===== src/rtl/slice_scheduler.sv =====
// slice_scheduler: sequences one rotational slice on the HUB75 chain.
//
// A new angle on dtheta_in starts a slice. The slice walks scan rows 0..SCAN_RATE-1 and issues
// one request per row to the frame manager. It waits for the output driver's row_done_in
// before it issues the next row. An angle that arrives mid-slice is held as a single pending
// angle, where the newest overwrites any older one, and it is counted as an overrun. A per-row
// watchdog abandons a slice when the driver hangs.
//
// Ports:
//   clk_in       system clock, rising edge
//   rst_in       asynchronous active-low reset
//   enable_in    permits new slices to start; low also drops any pending angle
//   dtheta_in    current angle from the angle tracker
//   req_valid    row request valid (held until accepted)
//   req_theta    angle of the requested row
//   req_row      scan row of the request
//   req_ready    frame manager accepts the request
//   row_done_in  one-cycle pulse: driver has latched the row
//   slice_done   one-cycle pulse: slice completed normally
//   busy         high while a slice is in progress
//   overrun_cnt  saturating count of angle changes seen mid-slice
//   timeout_flag sticky watchdog abort indicator
module slice_scheduler #(
  parameter int unsigned ROTATIONAL_RES = 1024,
  parameter int unsigned SCAN_RATE      = 32,
  parameter int unsigned ROW_TIMEOUT    = 4096,
  localparam int unsigned TW  = $clog2(ROTATIONAL_RES),
  localparam int unsigned RW  = $clog2(SCAN_RATE),
  localparam int unsigned WDW = $clog2(ROW_TIMEOUT)
) (
  input  logic          clk_in,
  input  logic          rst_in,
  input  logic          enable_in,
  input  logic [TW-1:0] dtheta_in,
  output logic          req_valid,
  output logic [TW-1:0] req_theta,
  output logic [RW-1:0] req_row,
  input  logic          req_ready,
  input  logic          row_done_in,
  output logic          slice_done,
  output logic          busy,
  output logic [7:0]    overrun_cnt,
  output logic          timeout_flag
);

  typedef enum logic [1:0] {StIdle, StIssue, StWait} state_e;

  state_e          state_q, state_d;
  logic [TW-1:0]   prev_theta_q;
  logic [TW-1:0]   cur_theta_q, cur_theta_d;
  logic [RW-1:0]   row_q, row_d;
  logic [WDW-1:0]  wdog_q, wdog_d;
  logic            pending_valid_q, pending_valid_d;
  logic [TW-1:0]   pending_theta_q, pending_theta_d;
  logic [7:0]      overrun_q, overrun_d;
  logic            timeout_q, timeout_d;
  logic            done_q, done_d;

  logic            change;
  logic            start_ok;
  logic            take_pending;
  logic [TW-1:0]   start_theta;
  logic            mid_change;

  assign change = (dtheta_in != prev_theta_q);

  // A fresh angle wins over the pending one. The pending angle is used only when nothing new
  // arrives in this cycle.
  assign start_ok     = enable_in && (change || pending_valid_q);
  assign take_pending = enable_in && !change && pending_valid_q;
  assign start_theta  = change ? dtheta_in : pending_theta_q;

  always_comb begin
    state_d         = state_q;
    cur_theta_d     = cur_theta_q;
    row_d           = row_q;
    wdog_d          = wdog_q;
    pending_valid_d = pending_valid_q;
    pending_theta_d = pending_theta_q;
    overrun_d       = overrun_q;
    timeout_d       = timeout_q;
    done_d          = 1'b0;
    mid_change      = 1'b0;

    unique case (state_q)
      StIdle: begin
        if (start_ok) begin
          state_d     = StIssue;
          cur_theta_d = start_theta;
          row_d       = '0;
          if (take_pending) pending_valid_d = 1'b0;
        end
      end
      StIssue: begin
        mid_change = change;
        if (req_ready) begin
          state_d = StWait;
          wdog_d  = '0;
        end
      end
      StWait: begin
        if (row_done_in) begin
          if (row_q != RW'(SCAN_RATE - 1)) begin
            row_d      = row_q + RW'(1);
            state_d    = StIssue;
            mid_change = change;
          end else begin
            // Final row: a change in this cycle becomes the next slice, not an overrun.
            done_d = 1'b1;
            if (start_ok) begin
              state_d     = StIssue;
              cur_theta_d = start_theta;
              row_d       = '0;
              if (take_pending) pending_valid_d = 1'b0;
            end else begin
              state_d = StIdle;
            end
          end
        end else if (wdog_q == WDW'(ROW_TIMEOUT - 1)) begin
          timeout_d  = 1'b1;
          state_d    = StIdle;
          mid_change = change;
        end else begin
          wdog_d     = wdog_q + WDW'(1);
          mid_change = change;
        end
      end
      default: state_d = StIdle;
    endcase

    if (mid_change) begin
      pending_theta_d = dtheta_in;
      pending_valid_d = 1'b1;
      if (overrun_q != 8'hFF) overrun_d = overrun_q + 8'd1;
    end

    if (!enable_in) pending_valid_d = 1'b0;
  end

  always_ff @(posedge clk_in or negedge rst_in) begin
    if (!rst_in) begin
      state_q         <= StIdle;
      prev_theta_q    <= '0;
      cur_theta_q     <= '0;
      row_q           <= '0;
      wdog_q          <= '0;
      pending_valid_q <= 1'b0;
      pending_theta_q <= '0;
      overrun_q       <= '0;
      timeout_q       <= 1'b0;
      done_q          <= 1'b0;
    end else begin
      state_q         <= state_d;
      prev_theta_q    <= dtheta_in;
      cur_theta_q     <= cur_theta_d;
      row_q           <= row_d;
      wdog_q          <= wdog_d;
      pending_valid_q <= pending_valid_d;
      pending_theta_q <= pending_theta_d;
      overrun_q       <= overrun_d;
      timeout_q       <= timeout_d;
      done_q          <= done_d;
    end
  end

  assign req_valid    = (state_q == StIssue);
  assign req_theta    = cur_theta_q;
  assign req_row      = row_q;
  assign busy         = (state_q != StIdle);
  assign slice_done   = done_q;
  assign overrun_cnt  = overrun_q;
  assign timeout_flag = timeout_q;

endmodule

===== config.mk =====
export PLATFORM = sky130hd
export DESIGN_NAME = slice_scheduler
export DESIGN_NICKNAME = d
export VERILOG_FILES = /design/src/rtl/slice_scheduler.sv
export SDC_FILE = /design/constraint.sdc
export NUM_CORES = 1
export LEC_CHECK = 0
export CORE_UTILIZATION = 47
export CTS_BUF_LIST = sky130_fd_sc_hd__clkbuf_16
export CTS_CLUSTER_SIZE = 14
export DETAILED_ROUTE_END_ITERATION = 10
export PLACE_DENSITY = 0.7
export SETUP_SLACK_MARGIN = 0.15
export SKIP_CTS_REPAIR_TIMING = 1
export SLEW_MARGIN = 0
export SYNTH_ARGS = -nofsm -noshare
export SYNTH_HDL_FRONTEND = slang
export SYNTH_SLANG_ARGS = --single-unit

===== constraint.sdc =====
create_clock -name clk_in -period 6 [get_ports clk_in]
set_clock_uncertainty 0.2 [all_clocks]
set_input_delay 1.2 -clock clk_in [delete_from_list [all_inputs] [get_ports clk_in]]
set_output_delay 1.2 -clock clk_in [all_outputs]
set_load 0.02 [all_outputs]

# Yosys cells after proc, flatten, opt, wreduce, memory -nomap -nowiden
# Index checks and enable logic that the tools add are counted.
classes:
  add_sub_neg: 3
  n_eq_ne: 16
  mux: 33
  bitwise_logic: 1
  reduce_logical: 16
ops:
  columns: ["operator", "n"]
  rows:
  - ["10-bit 2-to-1 mux", 4]
  - ["12-bit 2-to-1 mux", 3]
  - ["12-bit case mux with 2 select lines", 1]
  - ["10-bit case mux with 2 select lines", 1]
  - ["5-bit 2-to-1 mux", 3]
  - ["1-bit 2-to-1 mux", 13]
  - ["12-bit by 1-bit adder with 12-bit output, second input constant", 1]
  - ["12-bit == test, second input constant", 1]
  - ["3-bit AND reduction", 4]
  - ["10-bit != test", 1]
  - ["2-bit != test, second input constant", 5]
  - ["5-bit case mux with 2 select lines", 1]
  - ["8-bit by 1-bit adder with 8-bit output, second input constant", 1]
  - ["2-bit 2-to-1 mux", 4]
  - ["4-bit != test, second input constant", 2]
  - ["8-bit != test, second input constant", 1]
  - ["2-bit case mux with 3 select lines", 1]
  - ["2-bit nonzero test", 3]
  - ["5-bit by 1-bit adder with 5-bit output, second input constant", 1]
  - ["5-bit != test, second input constant", 1]
  - ["4-bit by 1-bit != test with 1-bit output, second input constant", 1]
  - ["1-bit case mux with 2 select lines", 2]
  - ["2-bit AND reduction", 2]
  - ["4-bit AND reduction", 1]
  - ["other kinds (9)", 11]
totals:
  reg_bits: 60
  in_bits: 15
  out_inout_bits: 27
  word_cells: 79

# Logic depth before layout (Yosys ltp)
# Gate-level depths: netlist of run 1.
depth:
  depth_word: 11
  mapped_depth: 9
  depth_no_buf: 8

# Least setup slack after synthesis of run 1
# OpenSTA, ideal clock, no wires.
synth_timing:
  path_type: "input to register"
  startpoint: "input dtheta_in[3]"
  endpoint: "register cur_theta_q[0], in the netlist req_theta[0]"
  setup_time_ps: 126
  arrival_ps: 2594
  required_time_ps: 5674
  slack_ps: 3080
  cell_stages: 6
  n_path_buf: 1
  path_cell_list: "xor2_1 -> or2_4 -> or3_4 -> nor2b_4 -> buf_6 -> a221o_1"
synth_between:
  elab_chain_len: 7
  word_cells_on_any_way: 8
  cone_classes: "eq/ne: 1; mux: 5; reduce/logical: 2"
synth_lines:
  columns: ["item", "line", "rtl"]
  rows:
  - ["start, declared", "34", "input logic [TW-1:0] dtheta_in,"]
  - ["10-bit != test *", "65", "assign change = (dtheta_in != prev_theta_q);"]
  - ["1-bit logical OR", "69", "assign start_ok = enable_in && (change || pending_valid_q);"]
  - ["1-bit logical AND", "69", null]
  - ["10-bit 2-to-1 mux *", "87, 110", null]
  - ["10-bit 2-to-1 mux", "103", "if (row_q != RW'(SCAN_RATE - 1)) begin"]
  - ["10-bit 2-to-1 mux", "102", "if (row_done_in) begin"]
  - ["10-bit case mux with 2 select lines *", "85", "unique case (state_q)"]
  - ["end signal, assigned", "155", "cur_theta_q <= cur_theta_d;"]
  - ["end, declared", "50", "logic [TW-1:0] cur_theta_q, cur_theta_d;"]
# Mark *: on every way between the ends. The rest lies on a longest branch, timed or not. The select of a mux whose other input is x is not followed.
# A chain may end at the register's enable or synchronous reset.

# Worst setup path after layout of run 1
layout_timing:
  startpoint: "input dtheta_in[7]"
  endpoint: "register pending_theta_q[5]"
layout_between:
  elab_chain_len: 4
layout_lines:
  columns: ["item", "line", "rtl"]
  rows:
  - ["10-bit != test *", "65", null]
  - ["1-bit 2-to-1 mux", "103", null]
  - ["1-bit 2-to-1 mux", "102", null]
  - ["1-bit case mux with 2 select lines *", "85", null]
  - ["end signal, assigned", "159", "pending_theta_q <= pending_theta_d;"]
  - ["end, declared", "54", "logic [TW-1:0] pending_theta_q, pending_theta_d;"]
# Mark *: on every way between the ends. The rest lies on a longest branch, timed or not.

==> metrics.csv, run 1 <==
metric,value,unit
drtIter0Drc,79,
ioPinCount,42,
die_w,80.7,um
setup_viol,0,
synthToLayoutAreaGrowth,28.1,%
power.internal,1240,uW
yosysWarnings,0,
tightest_slew,1130,ps
setup_ws,2410,ps
yosys-top-cells-area,"dfrtp_1 52%, xnor2_1 5.1%, mux2_2 5.0%, a221o_1 4.1%, ha_1 3.4%",
multi_input_area,1350,sq um
synth-edff-count,0,
synth-seq-area-share,0.516,
clock-sinks,60,
worstPathArrival,3600,ps
max_clock_freq,0.278,GHz
cts_root_buffer,clkbuf_16,
start_util,0.489,
setup_tns,0,ps
grt_pass1_wl,9980,um
die_h,80.7,um
drive_gt1_frac,0.113,
combPwrFrac,0.368,
ant_nets,0,
finalWeightedCongestion,0.768,
power_density,499,nW/um^2
grt_pass1_vias,2183,
drt-wirelength-per-cell,15.1,um
slew_headroom,0.241,
grt_max_degree,61,
rsz0062_at_grt,false,
ys_types,48,
cts_buffer_depth,2,
place_area,3400,sq um
outcome,completed,
power_switching,615,uW
critPathLaunchType,input pin,
hpwl,3920,um
post-route-period-util,0.598,
post-place-ws,2070,ps
min_from,timeout_flag$_DFFE_PN0P_,
ys_ff_latch,60,
cts_max_level,3,
rows,28,
worstReg2RegStart,req_row[0]$_DFFE_PN0P_,
p_leak,0.00161,uW
startpoint,dtheta_in[7],
clockPowerShare,0.310,
worstPathRequired,6010,ps
avgSynthCellArea,11.4,sq um
drc,0,
ir_drop,0.305,mV
seqCellArea,1500,sq um
numCtsBuffers,9,
dr.pass1.iters,4,
post-place-cells,370,
via_count,2153,
synth_commonest_cells,"60 x dfrtp_1, 17 x xnor2_1, 14 x nand2_1, 14 x nor2_1",
antenna_found_initial,0,
p_sw_frac,0.331,
fillCellCount,509,
synth-main-ff-cell,dfrtp_1,
slew_violations,0,
yosysTopAreaCell,dfrtp_1,
n_antenna_cell,0,
synthesis.area,2910,sq um
hp-class,register to register,
synthCells,256,
synth_fp_nets,279,
async_reset_ff_frac,1.00,
post-route-min-period,3590,ps
core_area,5960,sq um
cts_tree,built,
r2r_slack,3000,ps
grtUsageTotal,0.207,
via_per_inst,5.58,
critPathMaxFanout,14,
worst-setup-path-type,input pin to register,
final-hold-violation-count,0,
drv_cap,0,
die-area,6510,sq um
synth_top_area_share,0.516,
endpoint_kind,register,
synth_most_common_cell,dfrtp_1,
overflow,0,
fin_util,0.626,
nNetsFinal,329,
seq_power_share,0.322,
port_buffers,41,
clk_latency,320,ps
drt-total-wl,5820,um
design_area,3730,sq um
layout.cells.non_filler,386,
path_clk_slew,50,ps
-- layout make-up --
type	instances	area share
repair buffers	42	0.111
flip-flops and latches	60	0.403
well taps	75	0.0252
inverters	10	0.0101
clock inverters	7	0.0285
clock buffers	9	0.0604
multi-input cells	183	0.362
-- worst paths after layout --
path	endpoint	cells past startpoint
worst max-delay path	pending_theta_q[5]$_DFFE_PN0P_	5
worst min-delay path	timeout_flag$_DFFE_PN0P_	1
worst max register to register	req_theta[1]$_DFFE_PN0P_	8
worst min register to register	timeout_flag$_DFFE_PN0P_	1
max in group asynchronous	req_row[1]$_DFFE_PN0P_	2
min in group asynchronous	req_row[2]$_DFFE_PN0P_	2
-- layout by cell type, fill, tap and decap left out, drive strengths merged, types with 11 or more instances in the layout --
master          n
mux2           14
clkdlybuf4s50  40
a221o          12
nor2           14
xnor2          17
nor3           14
inv            11
nand2          14
dfrtp          60
-- state kept, by name, indices dropped and copies added (netlist names) --
signal           flops
prev_theta_q        10
pending_valid_q      1
req_theta           10
timeout_flag         1
wdog_q              12
slice_done           1
req_row              5
pending_theta_q     10
state_q              2
overrun_cnt          8
-- power by group through the flow --
stage / clock network, uW / registers [uW] / logic [uW]
finish: 576 / 599 / 684
global placement: 0 / 601 / 673
floorplan: 0 / 659 / 389
CTS: 586 / 598 / 691
detailed placement: 0 / 603 / 684
global route: 603 / 616 / 752
-- layer usage --
metal / GRT usage / share of wire
met5: 0 / 0
met4: 0.0929 / 0.017
met3: 0.0545 / 0.042
met2: 0.331 / 0.46
met1: 0.261 / 0.48
-- through the flow --
stage               total power [uW]  hold WS [ps]
finish                          1860           252
global route                    1970           276
CTS                             1880           257
detailed placement              1290           247
global placement                1270           239
floorplan                       1050           273
-- critical path, stage by stage --
cell	delay, ps
clkdlybuf4s50_1	470
xnor2_1	250
nand4_1	250
o31ai_2	990
mux2_2	430
-- cells by family after synthesis --
kind of cell	after synthesis	synth area share
AO/OA/AOI/OAI	45	0.121
XOR/XNOR	22	0.0662
adder cells (fa/ha/maj)	8	0.0344
buffers and inverters	13	0.0202
flip-flops	60	0.516
multiplexers	16	0.0610
AND/OR/NAND/NOR	92	0.182
No activity file was read; power rests on OpenSTA's default activity.
==> inputs of run 2 (changes only) <==
==> constraint.sdc (replaced) <==
create_clock -name clk_in -period 3.5 [get_ports clk_in]
set_clock_uncertainty 0.2 [all_clocks]
set_input_delay 0.7 -clock clk_in [delete_from_list [all_inputs] [get_ports clk_in]]
set_output_delay 0.7 -clock clk_in [all_outputs]
set_load 0.02 [all_outputs]
==> run 2 against run 1 <==
Die area stayed put. Wire length is 2.6% higher. First-iteration DRC count is 18% higher. Critical path depth is 1 higher. Utilization is 0.53 points higher.
==> metrics.csv, run 2 (synthesis gave the netlist of run 1 again) <==
metric,value,unit,change
p_leak,0.00163,uW,+0.71%
worstPathRequired,3560,ps,-2450 ps
clk_latency,320,ps,about the same
tightest_slew,880,ps,-252 ps
critPathMaxFanout,10,,-4
overflow,0,,unchanged
power_density,861,nW/um^2,+73%
grt_pass1_vias,2103,,-3.7%
ioPinCount,42,,unchanged
nNetsFinal,332,,+0.91%
hold-worst-slack,250,ps,-2.41 ps
die-area,6510,sq um,unchanged
drtIter0Drc,93,,+18%
rows,28,,unchanged
ir_drop,0.551,mV,+81%
grtUsageTotal,0.210,,+0.00389
cts_max_level,3,,unchanged
die_w,80.7,um,unchanged
worstPathArrival,2780,ps,-820 ps
worst-setup-path-type,input pin to register,,
wl_met2,2800,um,+4.2%
endpoint_kind,register,,
min_path_cells,1,,unchanged
fillCellCount,506,,-0.59%
cts_buffer_depth,2,,unchanged
setup_viol,0,,unchanged
slew_headroom,0.413,,+0.173
drt-total-wl,5970,um,+2.6%
ant_nets,0,,unchanged
final_cell_mix,"60 x dfrtp_1, 40 x clkdlybuf4s50_1, 17 x xnor2_1, 14 x nand2_1, 14 x nor2_1",,
grt_max_degree,41,,-33%
max_clock_freq,0.367,GHz,
seqCellArea,1500,sq um,unchanged
path_clk_slew,50,ps,about the same
dr.pass1.iters,4,,unchanged
post-route-min-period,2720,ps,
grt_pass1_wl,10100,um,+1.7%
rsz0062_at_grt,false,,
r2r_cells,7,,-1
top_register,wdog_q,,
clock-sinks,60,,unchanged
via_count,2145,,-0.37%
hp-class,register to register,,
finalWeightedCongestion,0.788,,+2.5%
place_area,3420,sq um,+0.66%
critPathLaunchType,input pin,,
port_buffers,41,,unchanged
fin_util,0.631,,+0.00525
largest_register_ff_count,12,,unchanged
die_h,80.7,um,unchanged
drv_cap,0,,unchanged
design_area,3760,sq um,+0.84%
final-hold-violation-count,0,,unchanged
cts_root_buffer,clkbuf_16,,
start_util,0.489,,unchanged
setup_tns,0,ps,unchanged
p_total,3240,uW,+74%
n_antenna_cell,0,,unchanged
wl_met1,2900,um,+4.1%
hpwl,4080,um,+4.1%
highest_layer,met4,,
final_common_cell,dfrtp_1,,
drt-wirelength-per-cell,15.3,um,+1.8%
numCtsBuffers,9,,unchanged
drive_gt1_frac,0.127,,+0.0148
synthToLayoutAreaGrowth,29.1,%,
via_per_inst,5.51,,-1.1%
post-route-period-util,0.778,,
core_area,5960,sq um,unchanged
slew_violations,0,,unchanged
antenna_found_initial,0,,unchanged
multi_input_area,1350,sq um,unchanged
cts_tree,built,,
routed-wl-met3,222,um,-10%
outcome,completed,,
drc,0,,unchanged
-- run 2: cell types whose count changed in the layout (fill, tap and decap cells not counted) --
cell,previous run,this run
clkinv_4,0,1
buf_4,1,4
clkinv_1,2,1
clkinvlp_4,0,1
inv_1,11,10
-- run 2: power by group --
part | internal, uW | switching, uW
sequential | 889 | 141
combinational | 581 | 625
clock | 692 | 308
total | 2160 | 1070
-- run 2: worst paths after layout --
check / from / end / slack, ps
worst max-delay path: dtheta_in[4] / req_theta[9]$_DFFE_PN0P_ / 780
worst min-delay path: timeout_flag$_DFFE_PN0P_ / timeout_flag$_DFFE_PN0P_ / 250
worst max register to register: state_q[0]$_DFFE_PN0P_ / wdog_q[6]$_DFFE_PN0P_ / 890
worst min register to register: timeout_flag$_DFFE_PN0P_ / timeout_flag$_DFFE_PN0P_ / 250
max in group asynchronous: rst_in / req_theta[9]$_DFFE_PN0P_ / 1990
min in group asynchronous: rst_in / req_row[3]$_DFFE_PN0P_ / 290
-- run 2: per-layer routing --
metal	vias up	track usage
met5	-	0
met4	0	0.0696
met3	5	0.0511
met2	42	0.335
met1	1041	0.282
li1	1057	-
-- run 2: worst max-delay path, stage by stage --
cell and delay [ps]:
clkdlybuf4s50_1 550, xnor2_1 160, nand4_1 220, or3_4 450
nor3_4 460, a221o_1 230
-- run 2: area by class of cell --
type / count / area share
flip-flops and latches: 60 / 0.399
multi-input cells: 183 / 0.359
repair buffers: 45 / 0.116
clock buffers: 9 / 0.0599
clock inverters: 7 / 0.0306
well taps: 75 / 0.0250
inverters: 10 / 0.00998
-- run 2: per-stage QoR --
stage / setup slack (ps) / cells
after floorplan: 900 / 256
after CTS: 767 / 389
after global routing: 650 / 389
after global placement: 519 / 373
after detailed placement: 433 / 373
final: 778 / 389
